<file path="config.mk">
export PLATFORM = sky130hd
export DESIGN_NAME = ps2_kbd_rx
export DESIGN_NICKNAME = d
export VERILOG_FILES = /design/src/rtl/ps2_kbd_rx.sv
export SDC_FILE = /design/constraint.sdc
export NUM_CORES = 1
export LEC_CHECK = 0
export CORE_UTILIZATION = 50
export DETAILED_ROUTE_END_ITERATION = 7
export PLACE_DENSITY = 0.78
export SLEW_MARGIN = 40
export SYNTH_ARGS = -nofsm -noshare
export SYNTH_HDL_FRONTEND = slang
export SYNTH_SLANG_ARGS = --single-unit
export TNS_END_PERCENT = 100
</file>
<file path="constraint.sdc">
create_clock -name CLK -period 4.4 [get_ports CLK]
set_clock_uncertainty 0.1 [all_clocks]
set_input_delay 0.44 -clock CLK [delete_from_list [all_inputs] [get_ports CLK]]
set_output_delay 0.44 -clock CLK [all_outputs]
set_load 0.1 [all_outputs]
</file>
<file path="src/rtl/ps2_kbd_rx.sv">
// PS/2 keyboard receiver: synchronizes and deglitches the PS/2 lines, decodes
// 11-bit frames and queues good bytes in a first-word fall-through FIFO.
module ps2_kbd_rx #(
    parameter int TIMEOUT_CYCLES = 100000,
    parameter int FILTER_LEN     = 8,
    parameter int FIFO_DEPTH     = 16
) (
    input  logic       CLK,
    input  logic       RST,
    input  logic       ps2_clk_in,
    input  logic       ps2_dat_in,
    input  logic       rd_en,
    output logic [7:0] rd_data,
    output logic       rd_valid,
    output logic [4:0] count,
    output logic       overflow,
    output logic       parity_err,
    output logic       frame_err,
    input  logic       clr_err
);
    localparam int PW = (FIFO_DEPTH > 1) ? $clog2(FIFO_DEPTH) : 1;
    localparam int FW = (FILTER_LEN > 1) ? $clog2(FILTER_LEN) : 1;
    localparam int TW = $clog2(TIMEOUT_CYCLES + 1);

    typedef enum logic [1:0] {IDLE, DATA, PARITY, STOP} state_t;

    logic [1:0] line_in;
    logic [1:0] line_sync;
    assign line_in = {ps2_dat_in, ps2_clk_in};

    generate
        for (genvar gi = 0; gi < 2; gi++) begin : g_sync
            logic s1_reg;
            logic s2_reg;
            always_ff @(posedge CLK) begin
                if (RST) begin
                    s1_reg <= 1'b1;
                    s2_reg <= 1'b1;
                end else begin
                    s1_reg <= line_in[gi];
                    s2_reg <= s1_reg;
                end
            end
            assign line_sync[gi] = s2_reg;
        end
    endgenerate

    logic sync_clk, sync_dat;
    assign sync_clk = line_sync[0];
    assign sync_dat = line_sync[1];

    // The filtered clock flips on the FILTER_LEN-th consecutive differing sample.
    logic          filt_clk_reg;
    logic [FW-1:0] filt_cnt_reg;
    logic          filt_flip;
    logic          fall_edge;
    assign filt_flip = (sync_clk != filt_clk_reg) && (filt_cnt_reg == FW'(FILTER_LEN - 1));
    assign fall_edge = filt_flip && filt_clk_reg;

    always_ff @(posedge CLK) begin
        if (RST) begin
            filt_clk_reg <= 1'b1;
            filt_cnt_reg <= '0;
        end else if (sync_clk == filt_clk_reg) begin
            filt_cnt_reg <= '0;
        end else if (filt_flip) begin
            filt_clk_reg <= sync_clk;
            filt_cnt_reg <= '0;
        end else begin
            filt_cnt_reg <= filt_cnt_reg + FW'(1);
        end
    end

    state_t        state_reg;
    logic [2:0]    bit_idx_reg;
    logic [7:0]    shift_reg;
    logic          parity_reg;
    logic [TW-1:0] tmo_cnt_reg;
    logic          push_reg;
    logic [7:0]    push_data_reg;
    logic          parity_err_reg;
    logic          frame_err_reg;
    logic          odd_ones;
    assign odd_ones = ^{shift_reg, parity_reg};

    always_ff @(posedge CLK) begin
        if (RST) begin
            state_reg      <= IDLE;
            bit_idx_reg    <= '0;
            shift_reg      <= '0;
            parity_reg     <= 1'b0;
            tmo_cnt_reg    <= '0;
            push_reg       <= 1'b0;
            push_data_reg  <= '0;
            parity_err_reg <= 1'b0;
            frame_err_reg  <= 1'b0;
        end else begin
            push_reg <= 1'b0;
            // Clear first so a same-cycle set below takes priority.
            if (clr_err) begin
                parity_err_reg <= 1'b0;
                frame_err_reg  <= 1'b0;
            end
            if (state_reg == IDLE) begin
                tmo_cnt_reg <= '0;
                if (fall_edge && !sync_dat) begin
                    state_reg   <= DATA;
                    bit_idx_reg <= '0;
                end
            end else if (fall_edge) begin
                tmo_cnt_reg <= '0;
                case (state_reg)
                    DATA: begin
                        shift_reg   <= {sync_dat, shift_reg[7:1]};
                        bit_idx_reg <= bit_idx_reg + 3'd1;
                        if (bit_idx_reg == 3'd7)
                            state_reg <= PARITY;
                    end
                    PARITY: begin
                        parity_reg <= sync_dat;
                        state_reg  <= STOP;
                    end
                    STOP: begin
                        state_reg <= IDLE;
                        if (sync_dat && odd_ones) begin
                            push_reg      <= 1'b1;
                            push_data_reg <= shift_reg;
                        end
                        if (!odd_ones)
                            parity_err_reg <= 1'b1;
                        if (!sync_dat)
                            frame_err_reg <= 1'b1;
                    end
                    default: ;
                endcase
            end else if (tmo_cnt_reg == TW'(TIMEOUT_CYCLES - 1)) begin
                state_reg     <= IDLE;
                tmo_cnt_reg   <= '0;
                frame_err_reg <= 1'b1;
            end else begin
                tmo_cnt_reg <= tmo_cnt_reg + TW'(1);
            end
        end
    end

    logic [7:0]    mem [FIFO_DEPTH];
    logic [PW-1:0] wr_ptr_reg, rd_ptr_reg, rd_ptr_next;
    logic [4:0]    count_reg;
    logic [7:0]    head_reg;
    logic          overflow_reg;
    logic          pop, full, push_ok;

    assign pop         = rd_en && (count_reg != 5'd0);
    assign full        = (count_reg == 5'(FIFO_DEPTH));
    assign push_ok     = push_reg && (!full || pop);
    assign rd_ptr_next = pop ? rd_ptr_reg + PW'(1) : rd_ptr_reg;

    always_ff @(posedge CLK) begin
        if (push_ok)
            mem[wr_ptr_reg] <= push_data_reg;
    end

    // head_reg is a registered read at the next head address, bypassing a same-cycle write there.
    always_ff @(posedge CLK) begin
        if (RST) begin
            wr_ptr_reg   <= '0;
            rd_ptr_reg   <= '0;
            count_reg    <= '0;
            head_reg     <= '0;
            overflow_reg <= 1'b0;
        end else begin
            if (push_ok)
                wr_ptr_reg <= wr_ptr_reg + PW'(1);
            rd_ptr_reg <= rd_ptr_next;
            if (push_ok && !pop)
                count_reg <= count_reg + 5'd1;
            else if (!push_ok && pop)
                count_reg <= count_reg - 5'd1;
            head_reg <= (push_ok && (wr_ptr_reg == rd_ptr_next)) ? push_data_reg : mem[rd_ptr_next];
            if (clr_err)
                overflow_reg <= 1'b0;
            if (push_reg && !push_ok)
                overflow_reg <= 1'b1;
        end
    end

    assign rd_data    = (count_reg == 5'd0) ? 8'h00 : head_reg;
    assign rd_valid   = (count_reg != 5'd0);
    assign count      = count_reg;
    assign overflow   = overflow_reg;
    assign parity_err = parity_err_reg;
    assign frame_err  = frame_err_reg;
endmodule

</file>
# Word level (Yosys, flattened, before mapping)
# Memory sizes are Yosys's and may differ from the RTL's. A register that Yosys moved wholly into a read port is not among the register bits.
# Cells that the tools add are included.
word_totals:
  regBits: 64
  ramBits: 128
  inputBits: 6
  mem_count: 1
mem_list:
  columns: ["name", "words", "word_bits", "rd", "rd_clocked_by_memory_dff", "wr", "line_no", "rtl"]
  rows:
  - ["mem", 16, 8, 1, 1, 1, "146", "logic [7:0] mem [FIFO_DEPTH];"]
op_classes:
  n_addsub: 7
  eq_ne: 12
  n_mux: 30
  bitwise: 4
  n_reduce_logical: 32
ops:
  columns: ["cell", "count"]
  rows:
  - ["17-bit by 1-bit adder with 17-bit output (second input constant)", 1]
  - ["17-bit == test (second input constant)", 1]
  - ["1-bit two-way mux", 16]
  - ["3-bit two-way mux", 4]
  - ["2-bit two-way mux", 5]
  - ["5-bit two-way mux", 2]
  - ["1-bit logical AND", 9]
  - ["3-bit AND reduction", 3]
  - ["9-bit parity", 1]
  - ["4-bit by 1-bit adder with 4-bit output (second input constant)", 2]
  - ["8-bit two-way mux", 1]
  - ["4-bit AND reduction", 2]
  - ["2-bit nonzero test", 4]
  - ["4-bit OR reduction", 2]
  - ["3-bit by 1-bit adder with 3-bit output (second input constant)", 2]
  - ["3-bit == test (second input constant)", 2]
  - ["2-bit case mux with 3 select lines", 1]
  - ["5-bit by 1-bit adder with 5-bit output (second input constant)", 1]
  - ["5-bit == test (second input constant)", 1]
  - ["5-bit zero test", 1]
  - ["5-bit by 1-bit inequality test with 1-bit output (second input constant)", 1]
  - ["5-bit nonzero test", 1]
  - ["5-bit by 1-bit subtractor with 5-bit output (second input constant)", 1]
  - ["2-bit == test (second input constant)", 2]
  - ["13 further kinds", 19]

# Logic depth before layout (Yosys ltp)
# Gate-level depths: netlist (run 1).
depth:
  word_depth: 8
  ltp_mapped: 13
  mapped_depth_nobuf: 12

# Least setup slack after synthesis (run 1)
# No wires, ideal clock.
synth_timing:
  path_type: "register -> register"
  from: "register count_reg[0], in the netlist count[0]"
  to: "register count_reg[4], in the netlist count[4]"
  setup_ns: 0.128
  arrival_time_ns: 3.472
  slack_ns: 0.701
  stages_incl_launch_ff: 14
  path_buffers: 1
  synth_period_minus_slack_ns: 3.699
  path_cell_list: "dfxtp_1 -> nor4_1 -> a21oi_1 -> inv_1 -> buf_2 -> ha_1 -> inv_1 -> ha_1 -> nor2b_1 -> o21a_1 -> or3_1 -> a21oi_1 -> xnor2_1 -> nor2_1"
synth_via:
  elab_chain_cells: 7
  elab_cells_between_ends: 15
synth_lines:
  columns: ["element", "line_no", "rtl"]
  rows:
  - ["start, declared", "148", "logic [4:0] count_reg;"]
  - ["start signal, assigned", "176", "count_reg <= count_reg + 5'd1;"]
  - ["start signal, assigned", "178", "count_reg <= count_reg - 5'd1;"]
  - ["parallel branches: the longest is 7 deep, another holds 5-bit by 1-bit subtractor with 5-bit output", null, null]
# Parallel ways; which one is timed is not known. The select of a mux whose other input is x is not followed.
# A chain may end at the register's enable or synchronous reset.

# Final worst setup path (run 1)
# Ends and elaborated chain as after synthesis.

==> results by group, run 1 <==
STA
  • TNS Setup: 0 ps
  • Worst relative slew slack: 43.91%
  • Slew Limit Fails: 0
  • Setup violations, final: 0
  • Unrepaired setup endpoints after global routing: no
  • Fin crit share: 81.37%
  • Worst-Margin Slew: 838.3 ps
  • Fmax: 279.3 MHz
  • Final hold vios: 0
  • Fin crit period: about 3600 ps

Clock tree
  • TritonCTS clock tree: done
  • Clk_lat worst skew: roughly 440 ps
  • Clk slew on worst S/H paths: 70 ps
  • CTS Buf Count: 17
  • Maximum buffer depth of the clock tree: 2
  • Post-CTS Setup Bufs: 0
  • Root Driver: clkbuf_16
  • H-tree levels: 4
  • Post-cts resize count: 0
  • Clock sinks: 200
  • Cts hold-fix bufs: 0

Detailed routing
  • Drt via density: 6.165
  • First DRT Iteration DRCs: between 600 and 700
  • Post-route DRC: 0
  • Initial DRT Pass Iterations: 5
  • Wire length per cell: 21.04 um
  • Post-route ant nets: 0
  • DR vias: 5,777
  • Final wirelength: approximately 20 mm

Synth
  • Synth Cell Area: 9423 sq um
  • Cells after Synth: between 600 and 700
  • #FFs+latches synth: 200
  • Yosys warns: 0
  • Syn Nets: 711
  • Avg Inst Size Synth: ~14 sq um
  • Netlist cell types: 58
  • Post-synth EDFFs: approximately 130
  • Register area share after synthesis: 56.09%
  • Dominant synthesized flop cell: edfxtp_1
  • Async set-reset flop share out of synthesis: 0%

Run
  • Max-Cap Viols: 0

Finish
  • N_diodes: 0
  • Design area: 10,350 sq um
  • Post-route core utilization: between 50% and 60%
  • Area of the multi-input gates: ~4000 sq um
  • Largest register FFs: roughly 130
  • Share of cells above drive strength 1: between 20 and 25%
  • Most frequent cells in the layout: edfxtp_1 (128), dfxtp_1 (70), mux4_2 (62)
  • # fillers: 1,406
  • Nets: 722
  • Register area: 5290 sq um
  • Area growth, synth to finish: 9.826%
  • Most common cell after layout, fill and taps aside: edfxtp_1
  • Finished Layout Cells: about 940

Floorplanning
  • Initial Util: 51.75%
  • FP Rows: just under 50
  • # IOs: 23
  • Die height: 139.3 um
  • DIE AREA: 19,400 sq um
  • Die W: 139.3 um
  • Core Footprint: 18,210 sq um

Outcome
  • Status: completed

Global routing
  • First-pass GRT wire length: around 31 mm
  • Total track usage: 21.37%
  • Gr ovfl total: 0
  • Largest net degree at the start of global routing: between 50 and 60
  • Initial antenna violation count: 0
  • Vias in the first global route: 5,868

Power
  • P_leak: 3.450 nW
  • Power Density: 505.5 nW/um^2
  • VDD IR max: 565.3 uV

Setup path
  • Critical path arrival: 3780 ps
  • Worst setup EP type: flop
  • CP required: 4600 ps
  • Slowest CP cell: nor4_1
  • Top Family by Delay on Critical Path: simple AND/OR/NAND/NOR gates
  • CP Buf/Inv Count: 3
  • CP Max Fanout: 12
  • Cell chain of the critical path: nor4_1, a21oi_1, buf_4, inv_1, ha_1, inv_1, ha_1, nor2b_1, o21a_1, or3_1, a21oi_1, xnor2_1, nor2_1
  • CP max stage delay: ~640 ps
  • Critical path launch point type: flop
  • Crit path kind: flop to flop

Place
  • Routability cong.: a little over 0.8
  • IO Port Bufs: 22
  • Post-DP Area: roughly 9700 sq um
  • Hpwl dp: between 10 and 15 mm
  • Post-Place Cells: around 910

Worst hold path
  • Hold Crit Class: flop to flop
## layer usage
layer	vias to the layer above	global-route usage, %	part of all wire [%]
met5	-	0	0
li1	2628	-	-
met3	36	4.680	5.8
met4	0	7.602	2.2
met2	199	35.04	50
met1	2914	28.10	42
## layout make-up
type | count | share of cell area (%)
Clock buffer | 24 | 5.066
Clock inverter | 8 | 0.5199
Inverter | 16 | 0.5803
Multi-Input combinational cell | 429 | 38.01
Sequential cell | 200 | 51.12
Tap cell | 229 | 2.769
Timing Repair Buffer | 31 | 1.934
## cells by family (layout without fill, tap and decap cells)
group / count (synthesis) / in the layout / synth area share (%)
flops: 200 / 200 / 56.09
simple gates: 191 / 191 / 9.667
mux: 106 / 106 / 19.53
compound gates: 76 / 76 / 5.776
buf+inv: 55 / 79 / 2.523
xor+xnor: 35 / 35 / 3.545
fa+ha+maj: 21 / 21 / 2.868
## path summary, 6_finish.rpt
kind / from / to / slack (ps) / depth (start not counted)
min: g_sync[0].s1_reg$_SDFF_PP1_ / g_sync[0].s2_reg$_SDFF_PP1_ / 330 / 1
min reg2reg: g_sync[0].s1_reg$_SDFF_PP1_ / g_sync[0].s2_reg$_SDFF_PP1_ / 330 / 1
max: count[0]$_SDFFE_PP0P_ / count[4]$_SDFFE_PP0P_ / 820 / 13
max reg2reg: count[0]$_SDFFE_PP0P_ / count[4]$_SDFFE_PP0P_ / 820 / 13
## per-stage QoR
stage | power [mW] | worst slack [ps] | hold WS, ps
2_1_floorplan | 3.460 | 700.6 | 289.5
3_5_place_dp | 3.755 | 857.3 | 307.4
6_report | 5.231 | 819.9 | 326.3
5_1_grt | 5.421 | 609.5 | 347.1
3_3_place_gp | 3.766 | 1022 | 308.1
4_1_cts | 5.247 | 826.0 | 328.6
## cells in the mapped netlist (2+ instances only)
| library cell | n | area share (%) |
|---|---|---|
| xor2_1 | 13 | 1.2 |
| nor2b_1 | 11 | 0.73 |
| mux2_2 | 3 | 0.36 |
| a21oi_1 | 23 | 1.2 |
| nand4_1 | 5 | 0.33 |
| ha_1 | 20 | 2.7 |
| a211oi_1 | 2 | 0.16 |
| o21ai_0 | 8 | 0.42 |
| or3_1 | 2 | 0.13 |
| and2_1 | 4 | 0.27 |
| a21o_1 | 3 | 0.24 |
| a2bb2oi_1 | 2 | 0.19 |
| nor3_1 | 16 | 0.85 |
| a32oi_1 | 2 | 0.19 |
| edfxtp_1 | 128 | 41 |
| nor4_1 | 2 | 0.13 |
| buf_1 | 6 | 0.24 |
| buf_2 | 10 | 0.53 |
| buf_6 | 2 | 0.24 |
| nor2_1 | 70 | 2.8 |
| a311oi_1 | 7 | 0.65 |
| or2_2 | 7 | 0.46 |
| xnor2_1 | 20 | 1.9 |
| nand2b_1 | 6 | 0.40 |
| mux2i_1 | 41 | 4.4 |
| inv_1 | 15 | 0.60 |
| xnor3_1 | 2 | 0.48 |
| nor4b_1 | 2 | 0.19 |
| nand2_1 | 34 | 1.4 |
| clkbuf_1 | 20 | 0.80 |
| and3_1 | 9 | 0.60 |
| a31oi_1 | 2 | 0.13 |
| o22a_1 | 14 | 1.3 |
| mux4_2 | 62 | 15 |
| nand3_1 | 17 | 0.90 |
| dfxtp_1 | 72 | 15 |
## where the power goes
group          switching [mW]  internal (mW)
Sequential             0.0966           2.03
Combinational           0.998          0.594
Clock                   0.672          0.840
Total                    1.77           3.46
Note: power is estimated with default switching activity, not from simulation.
==> run 2: changes to the inputs <==
- PLACE_DENSITY: 0.78 -> 0.8
- clock period: 4.4 -> 3 ns (I/O delays scaled with it)
==> run 2 against run 1 <==
  * Critical endpoint unchanged
  * Cell count grew 2.2%
  * Worst setup slack lost 700 ps
  * Largest power group unchanged
  * Via count grew 2.9%
  * Final area grew 2.4%
  * Fmax grew 24%
  * Global-route usage grew 0.20 points
  * Wire length grew 1.2%
==> results by group, run 2 (synthesized netlist as in run 1, its figures left out) <==
Outcome
  • Status: completed

Detailed routing
  • DRT met1 WL: 8.345 mm
  • Post-route DRC: 0
  • DR vias: 5,944
  • Met2 wire length: roughly 9.9 mm
  • First DRT Iteration DRCs: between 600 and 700
  • Top routing layer in use: met4
  • Wire length per cell: 20.84 um
  • Drt via density: 6.205
  • Met3 wire len: approximately 1.4 mm
  • Final wirelength: 19.96 mm
  • Post-route ant nets: 0
  • Initial DRT Pass Iterations: 5

Power
  • VDD IR max: 534.5 uV
  • Power Density: roughly 750 nW/um^2
  • P_leak: 3.569 nW

Setup path
  • Critical path arrival: between 3000 and 4000 ps
  • Worst setup EP type: flop
  • CP required: around 3200 ps
  • Critical path launch point type: flop
  • Cell chain of the critical path: or4_4, o31a_4, ha_4, inv_4, ha_4, nor2b_1, o21a_1, or3_1, a21oi_2, xnor2_1, nor2_1
  • Crit path kind: flop to flop
  • Slowest CP cell: or4_4
  • Top cell by count, worst path: ha_4
  • R2R setup slack: 120 ps
  • CP max stage delay: 560 ps
  • CP Buf/Inv Count: 1
  • Top Family by Delay on Critical Path: simple AND/OR/NAND/NOR gates
  • CP Max Fanout: 6

Finish
  • Largest register FFs: 128
  • Finished Layout Cells: 958
  • # fillers: between 1,000 and 1,500
  • Area growth, synth to finish: 12.50%
  • Nets: 743
  • Most frequent cells in the layout: edfxtp_1 (128), nor2_1 (70), dfxtp_1 (65)
  • Most common cell after layout, fill and taps aside: edfxtp_1
  • Post-route core utilization: 58.21%
  • N_diodes: 0
  • Share of cells above drive strength 1: between 20 and 25%

Clock tree
  • H-tree levels: 4
  • Clock sinks: 200
  • TritonCTS clock tree: done
  • Clk slew on worst S/H paths: 70 ps
  • CTS Buf Count: 17
  • Root Driver: clkbuf_16
  • Clk_lat worst skew: approximately 440 ps
  • Maximum buffer depth of the clock tree: 2
  • Cts hold-fix bufs: 0

STA
  • Fin crit share: 96.04%
  • Fmax: ~350 MHz
  • Worst-Margin Slew: 753.2 ps
  • Unrepaired setup endpoints after global routing: no
  • Fin crit period: ~2900 ps
  • Final hold vios: 0
  • TNS Setup: 0 ps
  • Slew Limit Fails: 0
  • Setup violations, final: 0
  • Worst relative slew slack: 49.72%

Global routing
  • First-pass GRT wire length: roughly 31 mm
  • Initial antenna violation count: 0
  • Largest net degree at the start of global routing: 36
  • Total track usage: 21.57%
  • Gr ovfl total: 0
  • Vias in the first global route: 5,866

Floorplanning
  • DIE AREA: 19,400 sq um
  • Core Footprint: 18,210 sq um
  • Die W: 139.3 um
  • FP Rows: 49
  • Die height: between 100 and 150 um
  • Initial Util: 51.75%
  • # IOs: 23

Place
  • IO Port Bufs: 22
  • Hpwl dp: 12.99 mm
  • Routability cong.: about 0.86
  • Post-Place Cells: around 900

Run
  • Max-Cap Viols: 0

Worst hold path
  • Hold Crit Class: input pin to flop
[run 2: cell count changes in the layout (fill, tap and decap cells not counted), moves of 2 or more]
cell and change:
nor2_1 +9, clkbuf_8 -3, bufinv_16 +3, buf_4 +37, dfxtp_1 -5, clkbuf_16 -2, clkinvlp_4 +2, ha_1 -2
buf_2 -16, clkinv_2 -2, ha_4 +2, dfxtp_4 +5, clkinv_4 +3, nor2_2 -9
[run 2: per-layer routing]
metal,track usage (%),up-vias
li1,-,2662
met1,28.87,2995
met2,35.76,250
met3,3.682,37
met4,7.368,0
met5,0,-
[run 2: final cells by class]
type | count | area, sq um | area share [%]
inverters | 16 | 62.56 | 0.5902
clock buffers | 19 | 432.9 | 4.084
multi-input cells | 429 | 3943 | 37.19
repair buffers | 52 | 397.9 | 3.754
well taps | 229 | 286.5 | 2.703
clock inverters | 13 | 168.9 | 1.593
flip-flops and latches | 200 | 5309 | 50.08
[run 2: power breakdown]
part | switching [mW] | internal, mW
sequential | 0.0871 | 2.99
combinational | 1.57 | 0.989
clock | 0.996 | 1.32
total | 2.65 | 5.30
[run 2: worst paths after layout]
check	startpoint	endpoint	cells after the start
worst max-delay path	count[0]$_SDFFE_PP0P_	count[4]$_SDFFE_PP0P_	11
worst min-delay path	RST	bit_idx_reg[0]$_SDFFE_PP0P_	2
worst max register to register	count[0]$_SDFFE_PP0P_	count[4]$_SDFFE_PP0P_	11
worst min register to register	g_sync[1].s1_reg$_SDFF_PP1_	g_sync[1].s2_reg$_SDFF_PP1_	1
[run 2: repair_timing]
action | in CTS | in global routing
resized for setup | 0 | 3
setup buffers | 0 | 1
endpoints found under the setup margin | 0 | 1
[run 2: stage by stage]
step	cell area, sq um	hold WS, ps	total power, mW	setup slack, ps
global placement	9968	300.4	5.579	137.6
detailed placement	9968	300.3	5.657	54.19
CTS	10570	144.8	7.954	41.21
floorplan	9474	289.5	5.107	-54.22
finish	10600	156.3	7.956	118.8
global route	10600	168.8	8.241	28.45
[run 2: worst register-to-register path: cells and delay by family (launching register included)]
| family | cells | cell delay, ps |
|---|---|---|
| flops | 1 | 370 |
| buf+inv | 1 | 80 |
| compound gates | 3 | 640 |
| simple gates | 4 | 1060 |
| xor+xnor | 1 | 120 |
| fa+ha+maj | 2 | 380 |
